`config.mk`:
```
export PLATFORM = sky130hd
export DESIGN_NAME = mar_ram
export DESIGN_NICKNAME = d
export VERILOG_FILES = /design/src/rtl/mar_ram.sv
export SDC_FILE = /design/constraint.sdc
export NUM_CORES = 1
export LEC_CHECK = 0
export ABC_AREA = 1
export CORE_AREA = 3 3 162 164
export CTS_CLUSTER_SIZE = 14
export DETAILED_ROUTE_END_ITERATION = 12
export DIE_AREA = 0 0 165 167
export SLEW_MARGIN = 20
export SYNTH_ARGS = -nofsm -noshare
export SYNTH_HDL_FRONTEND = slang
export SYNTH_SLANG_ARGS = --single-unit
export TNS_END_PERCENT = 100
```
`constraint.sdc`:
```
create_clock -name clk -period 4.7 [get_ports clk]
set_input_delay 0.94 -clock clk [delete_from_list [all_inputs] [get_ports clk]]
set_output_delay 0.94 -clock clk [all_outputs]
set_load 0.05 [all_outputs]
```
`src/rtl/mar_ram.sv`:
```
// -----------------------------------------------------------------------------
// mar_ram : SAP-style memory stage
//
// Purpose:
//   A 4-bit memory address register (MAR) in front of a 16x8 register-file
//   RAM. In run mode the MAR is loaded from the bus, the RAM is written from
//   the bus at ram[MAR], and ram[MAR] is read combinationally onto bus_out.
//   A byte-stream programming FSM (IDLE/LOAD/DONE) fills the RAM from chip
//   pins before run.
//
// Configuration macro:
//   PROG_CHECKSUM_EN - when defined, prog_checksum is a registered mod-256 sum
//                      of the bytes accepted in the current programming
//                      session. When undefined, prog_checksum is tied to zero.
//
// Ports:
//   clk           in   system clock, posedge
//   rst_n         in   asynchronous active-low reset
//   bus_in        in   [DATA_W] bus value from other blocks
//   bus_out       out  [DATA_W] ram[MAR], zero-latency read
//   bus_oe        out  drive enable for bus_out (ce, run mode only)
//   lm            in   load MAR from bus_in[ADDR_W-1:0]
//   ce            in   RAM output enable
//   lr            in   write bus_in into ram[MAR]
//   prog_mode     in   programming mode request
//   prog_valid    in   prog_data holds a byte
//   prog_data     in   [DATA_W] byte to program
//   prog_ready    out  FSM accepts a byte this cycle (registered)
//   prog_done     out  all DEPTH words programmed (registered)
//   prog_checksum out  [DATA_W] programming checksum
//   mar_q         out  [ADDR_W] current MAR
// -----------------------------------------------------------------------------
module mar_ram #(
  parameter int ADDR_W = 4,
  parameter int DATA_W = 8
) (
  input  logic              clk,
  input  logic              rst_n,
  input  logic [DATA_W-1:0] bus_in,
  output logic [DATA_W-1:0] bus_out,
  output logic              bus_oe,
  input  logic              lm,
  input  logic              ce,
  input  logic              lr,
  input  logic              prog_mode,
  input  logic              prog_valid,
  input  logic [DATA_W-1:0] prog_data,
  output logic              prog_ready,
  output logic              prog_done,
  output logic [DATA_W-1:0] prog_checksum,
  output logic [ADDR_W-1:0] mar_q
);

  localparam int DEPTH = 2 ** ADDR_W;
  localparam logic [ADDR_W-1:0] LAST_ADDR = {ADDR_W{1'b1}};
  localparam logic [ADDR_W-1:0] ADDR_ONE  = {{(ADDR_W-1){1'b0}}, 1'b1};

  typedef enum logic [1:0] {
    ST_IDLE = 2'd0,
    ST_LOAD = 2'd1,
    ST_DONE = 2'd2
  } state_t;

  state_t              state_q, state_d;
  logic [ADDR_W-1:0]   mar_d;
  logic [ADDR_W-1:0]   prog_addr_q, prog_addr_d;
  logic                prog_ready_d, prog_done_d;
  logic [DATA_W-1:0]   ram_q [DEPTH];

  logic                run_s;
  logic                accept_s;
  logic                we_s;
  logic [ADDR_W-1:0]   waddr_s;
  logic [DATA_W-1:0]   wdata_s;

  // Run controls only act in IDLE; a byte is accepted only while the session
  // is still requested (dropping prog_mode aborts without a final write).
  assign run_s    = (state_q == ST_IDLE);
  assign accept_s = (state_q == ST_LOAD) && prog_ready && prog_valid && prog_mode;

  // Combinational read of the addressed word; valid regardless of ce.
  assign bus_out = ram_q[mar_q];

  // FSM state register.
  always_ff @(posedge clk or negedge rst_n) begin
    if (!rst_n) begin
      state_q <= ST_IDLE;
    end else begin
      state_q <= state_d;
    end
  end

  // FSM next-state logic.
  always_comb begin
    state_d = state_q;
    case (state_q)
      ST_IDLE: begin
        if (prog_mode) state_d = ST_LOAD;
        else           state_d = ST_IDLE;
      end
      ST_LOAD: begin
        if (!prog_mode)                                 state_d = ST_IDLE;
        else if (accept_s && (prog_addr_q == LAST_ADDR)) state_d = ST_DONE;
        else                                            state_d = ST_LOAD;
      end
      ST_DONE: begin
        if (!prog_mode) state_d = ST_IDLE;
        else            state_d = ST_DONE;
      end
      default: state_d = ST_IDLE;
    endcase
  end

  // FSM outputs: bus drive is combinational, ready/done are pre-decoded from
  // the next state so their registers line up with the state register.
  always_comb begin
    bus_oe       = ce && run_s;
    prog_ready_d = (state_d == ST_LOAD);
    prog_done_d  = (state_d == ST_DONE);
  end

  // Registered programming status flags.
  always_ff @(posedge clk or negedge rst_n) begin
    if (!rst_n) begin
      prog_ready <= 1'b0;
      prog_done  <= 1'b0;
    end else begin
      prog_ready <= prog_ready_d;
      prog_done  <= prog_done_d;
    end
  end

  // MAR and programming address next-state.
  always_comb begin
    mar_d       = mar_q;
    prog_addr_d = prog_addr_q;
    if (run_s && lm) begin
      mar_d = bus_in[ADDR_W-1:0];
    end else begin
      mar_d = mar_q;
    end
    if (run_s && prog_mode) begin
      prog_addr_d = {ADDR_W{1'b0}};
    end else if (accept_s) begin
      // Natural wrap to 0 after the last word.
      prog_addr_d = prog_addr_q + ADDR_ONE;
    end else begin
      prog_addr_d = prog_addr_q;
    end
  end

  // MAR and programming address registers.
  always_ff @(posedge clk or negedge rst_n) begin
    if (!rst_n) begin
      mar_q       <= {ADDR_W{1'b0}};
      prog_addr_q <= {ADDR_W{1'b0}};
    end else begin
      mar_q       <= mar_d;
      prog_addr_q <= prog_addr_d;
    end
  end

  // Single RAM write port shared by run-mode lr and programming bytes; the
  // run-mode write uses the MAR value from before this edge.
  always_comb begin
    we_s    = 1'b0;
    waddr_s = {ADDR_W{1'b0}};
    wdata_s = {DATA_W{1'b0}};
    if (run_s && lr) begin
      we_s    = 1'b1;
      waddr_s = mar_q;
      wdata_s = bus_in;
    end else if (accept_s) begin
      we_s    = 1'b1;
      waddr_s = prog_addr_q;
      wdata_s = prog_data;
    end else begin
      we_s    = 1'b0;
    end
  end

  // RAM storage, cleared by reset.
  always_ff @(posedge clk or negedge rst_n) begin
    if (!rst_n) begin
      for (int i = 0; i < DEPTH; i++) begin
        ram_q[i] <= {DATA_W{1'b0}};
      end
    end else if (we_s) begin
      ram_q[waddr_s] <= wdata_s;
    end
  end

`ifdef PROG_CHECKSUM_EN
  logic [DATA_W-1:0] csum_q, csum_d;

  // Checksum next-state: cleared on session entry, summed on accepted bytes.
  always_comb begin
    csum_d = csum_q;
    if (run_s && prog_mode) begin
      csum_d = {DATA_W{1'b0}};
    end else if (accept_s) begin
      csum_d = csum_q + prog_data;
    end else begin
      csum_d = csum_q;
    end
  end

  // Checksum register.
  always_ff @(posedge clk or negedge rst_n) begin
    if (!rst_n) begin
      csum_q <= {DATA_W{1'b0}};
    end else begin
      csum_q <= csum_d;
    end
  end

  assign prog_checksum = csum_q;
`else
  assign prog_checksum = {DATA_W{1'b0}};
`endif

endmodule

```
==> run_results.csv, run 1 <==
group,metric,value,unit
clocking,cts_sinks,140,
setup_path,rrSetupSlack,2.24,ns
synthesis,synth_warnings,0,
grt,grt_max_degree,95,
clocking,cts_tree,"done",
drt,drt-initial-drc-count,595,
power_and_ir_drop,finalPower,3430,uW
finish,instances_no_fill,1323,
setup_path,critPathBufInv,2,
setup_path,crit_top_cell,"nand3_1",
die,start_util,0.298,
clocking,cts.repair.resized,0,
timing,period_needed,3.95,ns
setup_path,critPathMaxFanout,85,
setup_path,crit_slowest_cell,"dfrtp_4",
drt,firstDrtPassIters,5,
drt,via_per_inst,4.84,
placement,dp.cells,1291,
drt,vias,6409,
synthesis,ys_seq_elements,140,
setup_path,r2r_start,"mar_q[0]",
setup_path,cp_top_family,"buffers and inverters",
clocking,clockRootBuffer,"clkbuf_16",
timing,rsz0062_at_grt,"false",
clocking,post_cts_buffers,0,
die,placementRows,58,
grt,track_usage,0.160,
clocking,htreeDepth,4,
die,dieArea,27600,sq um
synthesis,synth.distinct_cells,28,
setup_path,r2r_cells,7,
synthesis,netlist.area_leader.share,0.469,
synthesis,ys_seq_area_frac,0.469,
timing,hold_slack,0.467,ns
setup_path,endpoint,"bus_out[0]",
finish,final_nets,1004,
finish,antenna_cells,0,
power_and_ir_drop,ir_drop,0.278,mV
synthesis,syn_avg_cell_area,7.73,sq um
timing,fin_crit_sh,0.841,
clocking,cts.clk_slew.worst_paths,0.06,ns
placement,portBuffers,37,
synthesis,synthTopCellsByCount,"nand2_1, dfrtp_1, nand3_1",
power_and_ir_drop,p_per_area,398,nW/um^2
timing,hold_viol_final,0,
drt,drc,0,
setup_path,cp_num_cells,6,
setup_path,crit_chain,"buf_12 > o211ai_1 > nand3_1 > nand3_1 > nand2_1 > clkdlybuf4s50_1",
timing,setup-violations-final,0,
setup_path,critPathKind,"flip-flop to output pin",
clocking,worstSkewPairLatency,0.43,ns
setup_path,startpoint,"mar_q[0]",
setup_path,arrival,3.01,ns
worst_hold_path,hp-class,"flip-flop to flip-flop",
run,cap_violations,0,
placement,gp_congestion,0.752,
die,io_pins,46,
synthesis,netlist_area,7460,sq um
clocking,clock_path_buffers,2,
timing,maxSlewViolCount,0,
setup_path,startpoint_type,"flip-flop",
grt,grt_pass1_wl,34500,um
drt,ant_nets,0,
synthesis,yosysMostFrequentCell,"nand2_1",
grt,grt_pass1_vias,6219,
setup_path,end_kind,"output pin",
grt,antenna_found_initial,0,
synthesis,yosys-top-cells-area,"dfrtp_1, nand2_1, nand3_1, inv_1, o211ai_1",
grt,overflow,0,
die,die_x,165,um
die,die_y,167,um
timing,final.setup_skew,0.00496,ns
drt,wl_per_cell,16.0,um
finish,synthToLayoutAreaGrowth,15.7,%
timing,fmax,253,MHz
finish,drive_gt1_frac,0.102,
setup_path,cp_slowest_stage_delay,0.98,ns
timing,tns,0,ns
power_and_ir_drop,p_leak,0.00445,uW
synthesis,synthArstFlopShare,1.00,
synthesis,yosys.area.top_type,"dfrtp_1",
die,core_area,25000,sq um
timing,max-slew-margin-rel,0.282,
clocking,numCtsBuffers,17,
run_status,run_status,"finished clean",
clocking,cts-hold-fix-buffers,0,
timing,tightest_slew,1.08,ns
synthesis,synth_ff_type,"dfrtp_1",
synthesis,syn_inst,966,
synthesis,synth-edff-count,0,
placement,dpl.hpwl,13500,um
setup_path,cp.required,3.76,ns
drt,wl,21200,um
setup_path,rr_endpoint,"ram_q[105]",
[cells in the final DEF (no fill, tap or decap), types with 2 or more instances in the layout]
cell             instances
a21oi_1                 32
buf_12                   2
buf_4                    5
bufinv_16                3
clkbuf_16               17
clkdlybuf4s50_1         36
clkinv_4                 4
clkinvlp_4               3
conb_1                   8
dfrtp_1                138
inv_1                   74
inv_2                    4
inv_4                    2
inv_6                    3
nand2_1                400
nand2_2                 11
nand2_4                 18
nand3_1                110
nand4_1                  8
nor2_1                  13
nor2_2                   5
nor2_4                   9
nor2_8                   4
o211ai_1                32
o21ai_0                 38
o21ai_2                  4
[how the worst min path moves through the flow]
stage                    start          to  slack, ns  cells past startpoint
global placement     ram_q[95]   ram_q[95]       0.45                      2
floorplan           ram_q[120]  ram_q[120]       0.44                      2
CTS                  ram_q[89]   ram_q[89]       0.47                      2
finish              ram_q[121]  ram_q[121]       0.47                      2
detailed placement  ram_q[126]  ram_q[126]       0.45                      2
global route         ram_q[30]   ram_q[30]       0.48                      2
[tightest hold or removal path: cells and delay by family (launching register included)]
kind	cells	cell delay (ns)
DFF	1	0.34
and+or+nand+nor	2	0.09
[state kept, by name, summed over array words and instances (netlist names)]
name	flops
ram_q	128
mar_q	4
prog_addr_q	4
state_q	2
prog_done	1
prog_ready	1
[power by group]
part	leakage (uW)	switching, uW	total [uW]	internal, uW
sequential	0.00191	94.0	1390	1300
combinational	0.00224	431	627	195
clock	0.000292	569	1410	845
total	0.00445	1090	3430	2340
[final cells by class]
cell class	count	area [sq um]
inverter	80	305
sequential	140	3510
clock buffer	17	425
multi-input combinational	697	3350
fill	2620	16400
clock inverter	15	190
tap	330	413
timing repair buffer	44	449
[stage by stage]
step	area [sq um]	util	setup slack [ns]
2_1_floorplan	7490	-	1.82
3_3_place_gp	8020	0.320	1.10
3_5_place_dp	8020	0.320	1.10
4_1_cts	8630	0.345	0.741
5_1_grt	8640	0.345	0.630
6_report	8640	0.345	0.749
[kinds of logic after synthesis]
logic type,after synthesis,share of synthesized area
buffers and inverters,136,0.0865
DFF,140,0.469
adders and majority gates,1,0.00168
AOI/OAI and AO/OA,107,0.0848
and+or+nand+nor,581,0.357
other,1,0.000502
[layer usage]
layer | up-vias | wire length (um) | global-route usage
met2 | 217 | 9670 | 0.242
met5 | - | 0 | 0
met3 | 25 | 1270 | 0.0353
li1 | 3088 | - | -
met1 | 3079 | 9910 | 0.229
met4 | 0 | 364 | 0.0452
Power figures use the tool's default switching activity.
==> run 2, diff against run 1 <==
==> constraint.sdc (replaced) <==
create_clock -name clk -period 4 [get_ports clk]
set_input_delay 0.8 -clock clk [delete_from_list [all_inputs] [get_ports clk]]
set_output_delay 0.8 -clock clk [all_outputs]
set_load 0.05 [all_outputs]
==> run 2 against run 1 <==
Net effect: cell count rose by 0.38%; critical path depth rose by 1; design area barely moved; sequential power rose by 17%; worst setup slack got worse by 0.30 ns; flip-flop and latch count did not move; wire length barely moved; die area did not move; global-route usage fell by 0.14 points.
==> run_results.csv, run 2 (synthesized netlist as in run 1, its figures left out) <==
group,metric,value,unit
run_status,run_status,"finished clean",
finish,multi_input_area,3340,sq um
die,die_y,167,um
timing,final.setup_skew,0.00994,ns
timing,max-slew-margin-rel,0.301,
placement,gp_congestion,0.848,
die,io_pins,46,
setup_path,rr_endpoint,"ram_q[110]",
finish,synthToLayoutAreaGrowth,15.6,%
grt,overflow,0,
setup_path,r2r_start,"mar_q[1]",
setup_path,critPathMaxFanout,22,
clocking,cts_tree,"done",
finish,top_register,"ram_q",
setup_path,startpoint,"mar_q[1]",
grt,grt_pass1_wl,34000,um
grt,met2_usage,0.234,
timing,fmax,281,MHz
placement,dpl.hpwl,13700,um
drt,ant_nets,0,
clocking,clock_path_buffers,2,
setup_path,critPathKind,"flip-flop to output pin",
grt,track_usage,0.158,
grt,grt_pass1_vias,6097,
die,start_util,0.298,
finish,instances_no_fill,1328,
timing,period_needed,3.55,ns
die,dieArea,27600,sq um
grt,antenna_found_initial,0,
finish,drive_gt1_frac,0.104,
power_and_ir_drop,p_leak,0.00446,uW
setup_path,r2r_cells,7,
timing,hold_viol_final,0,
timing,rsz0062_at_grt,"false",
worst_hold_path,hp-class,"input port to async pin",
drt,via_per_inst,4.85,
setup_path,critPathBufInv,2,
clocking,post_cts_buffers,0,
setup_path,startpoint_type,"flip-flop",
placement,dp.cells,1299,
setup_path,cp_slowest_stage_delay,0.80,ns
drt,drc,0,
timing,tightest_slew,1.05,ns
setup_path,cp_top_family,"buffers and inverters",
clocking,cts_sinks,140,
timing,fin_crit_sh,0.889,
drt,firstDrtPassIters,5,
placement,portBuffers,37,
timing,maxSlewViolCount,0,
grt,top_usage_layer,"met2",
setup_path,end_kind,"output pin",
finish,largest_register_ffs,128,
finish,antenna_cells,0,
finish,final_common_cell,"nand2_1",
clocking,clockRootBuffer,"clkbuf_16",
drt,vias,6446,
drt,wl,21200,um
grt,grt_max_degree,79,
finish,nFillCells,2620,
drt,wl_per_cell,16.0,um
grt,grt_use_met1,0.234,
clocking,cts.repair.resized,0,
setup_path,crit_chain,"buf_4 > a21oi_1 > o21ai_0 > nand3_1 > nand3_1 > nand2_1 > clkdlybuf4s50_1",
finish,fin_util,0.345,
clocking,cts.clk_slew.worst_paths,0.06,ns
power_and_ir_drop,ir_drop,0.315,mV
run,cap_violations,0,
setup_path,crit_slowest_cell,"clkdlybuf4s50_1",
clocking,cts-hold-fix-buffers,0,
finish,top_regs,"ram_q: 128 flops, mar_q: 4 flops, prog_addr_q: 4 flops",
grt,met3_usage,0.0313,
die,die_x,165,um
timing,setup-violations-final,0,
power_and_ir_drop,p_per_area,449,nW/um^2
clocking,htreeDepth,4,
finish,seq_area,3510,sq um
clocking,worstSkewPairLatency,0.42,ns
setup_path,crit_top_cell,"nand3_1",
finish,final_cell_mix,"nand2_1, dfrtp_1, nand3_1",
setup_path,cp.required,3.20,ns
clocking,numCtsBuffers,17,
setup_path,arrival,2.75,ns
setup_path,rrSetupSlack,1.84,ns
finish,final_nets,1012,
timing,tns,0,ns
die,core_area,25000,sq um
die,placementRows,58,
drt,drt-initial-drc-count,554,
-- run 2: cell types whose count changed in the layout (fill, tap and decap cells not counted), sizes merged --
cell / delta
inv: -4
buf: +8
clkbuf: +5
clkinv: -2
bufinv: -2
-- run 2: metal layers --
metal	part of all wire	up-vias
met1	0.47	3091
met4	0.020	0
met2	0.44	222
met3	0.068	32
met5	0	-
li1	-	3101
-- run 2: through the flow --
step	hold WS (ns)	cell area, sq um	total power, uW	setup WS, ns
6_report	0.402	8630	3870	0.446
5_1_grt	0.468	8630	4050	0.277
4_1_cts	0.453	8630	3890	0.435
3_5_place_dp	0.453	8090	2410	0.929
3_3_place_gp	0.450	8090	2400	0.911
2_1_floorplan	0.437	7490	2140	1.26
-- run 2: worst register-to-register path: stages (launching register included) --
cell and delay, ns:
dfrtp_2 0.65, nand3_1 0.19, nand2_1 0.14, nand2_4 0.09, nor2_8 0.50, nand2_2 0.29, nand2_1 0.12, nand2_1 0.05
-- run 2: power by group --
group | total (uW) | switching, uW | internal (uW)
Sequential | 1620 | 87.5 | 1530
Clock | 1490 | 599 | 890
Combinational | 767 | 528 | 238
-- run 2: cell type report --
type | instances | area share
Sequential cell | 140 | 0.406
Multi-Input combinational cell | 697 | 0.387
Timing Repair Buffer | 52 | 0.0604
Clock buffer | 22 | 0.0549
Tap cell | 330 | 0.0478
Inverter | 80 | 0.0354
Clock inverter | 7 | 0.00783
-- run 2: worst max path at each step --
| stage | endpoint | slack (ns) | cells past startpoint |
|---|---|---|---|
| after global placement | ram_q[109] | 0.91 | 10 |
| after detailed placement | ram_q[105] | 0.93 | 10 |
| after floorplan | bus_out[0] | 1.26 | 7 |
| after CTS | bus_out[0] | 0.43 | 7 |
| final | bus_out[0] | 0.45 | 7 |
| after global routing | bus_out[0] | 0.28 | 7 |
==> run 3, diff against run 2 <==
--- a/config.mk
+++ b/config.mk
@@ -10,6 +10,7 @@
 export CTS_CLUSTER_SIZE = 14
 export DETAILED_ROUTE_END_ITERATION = 12
 export DIE_AREA = 0 0 165 167
+export SETUP_SLACK_MARGIN = 0.2
 export SLEW_MARGIN = 20
 export SYNTH_ARGS = -nofsm -noshare
 export SYNTH_HDL_FRONTEND = slang
==> results of run 3 <==
Final layout, timing and power as in run 2 (identical DEF).
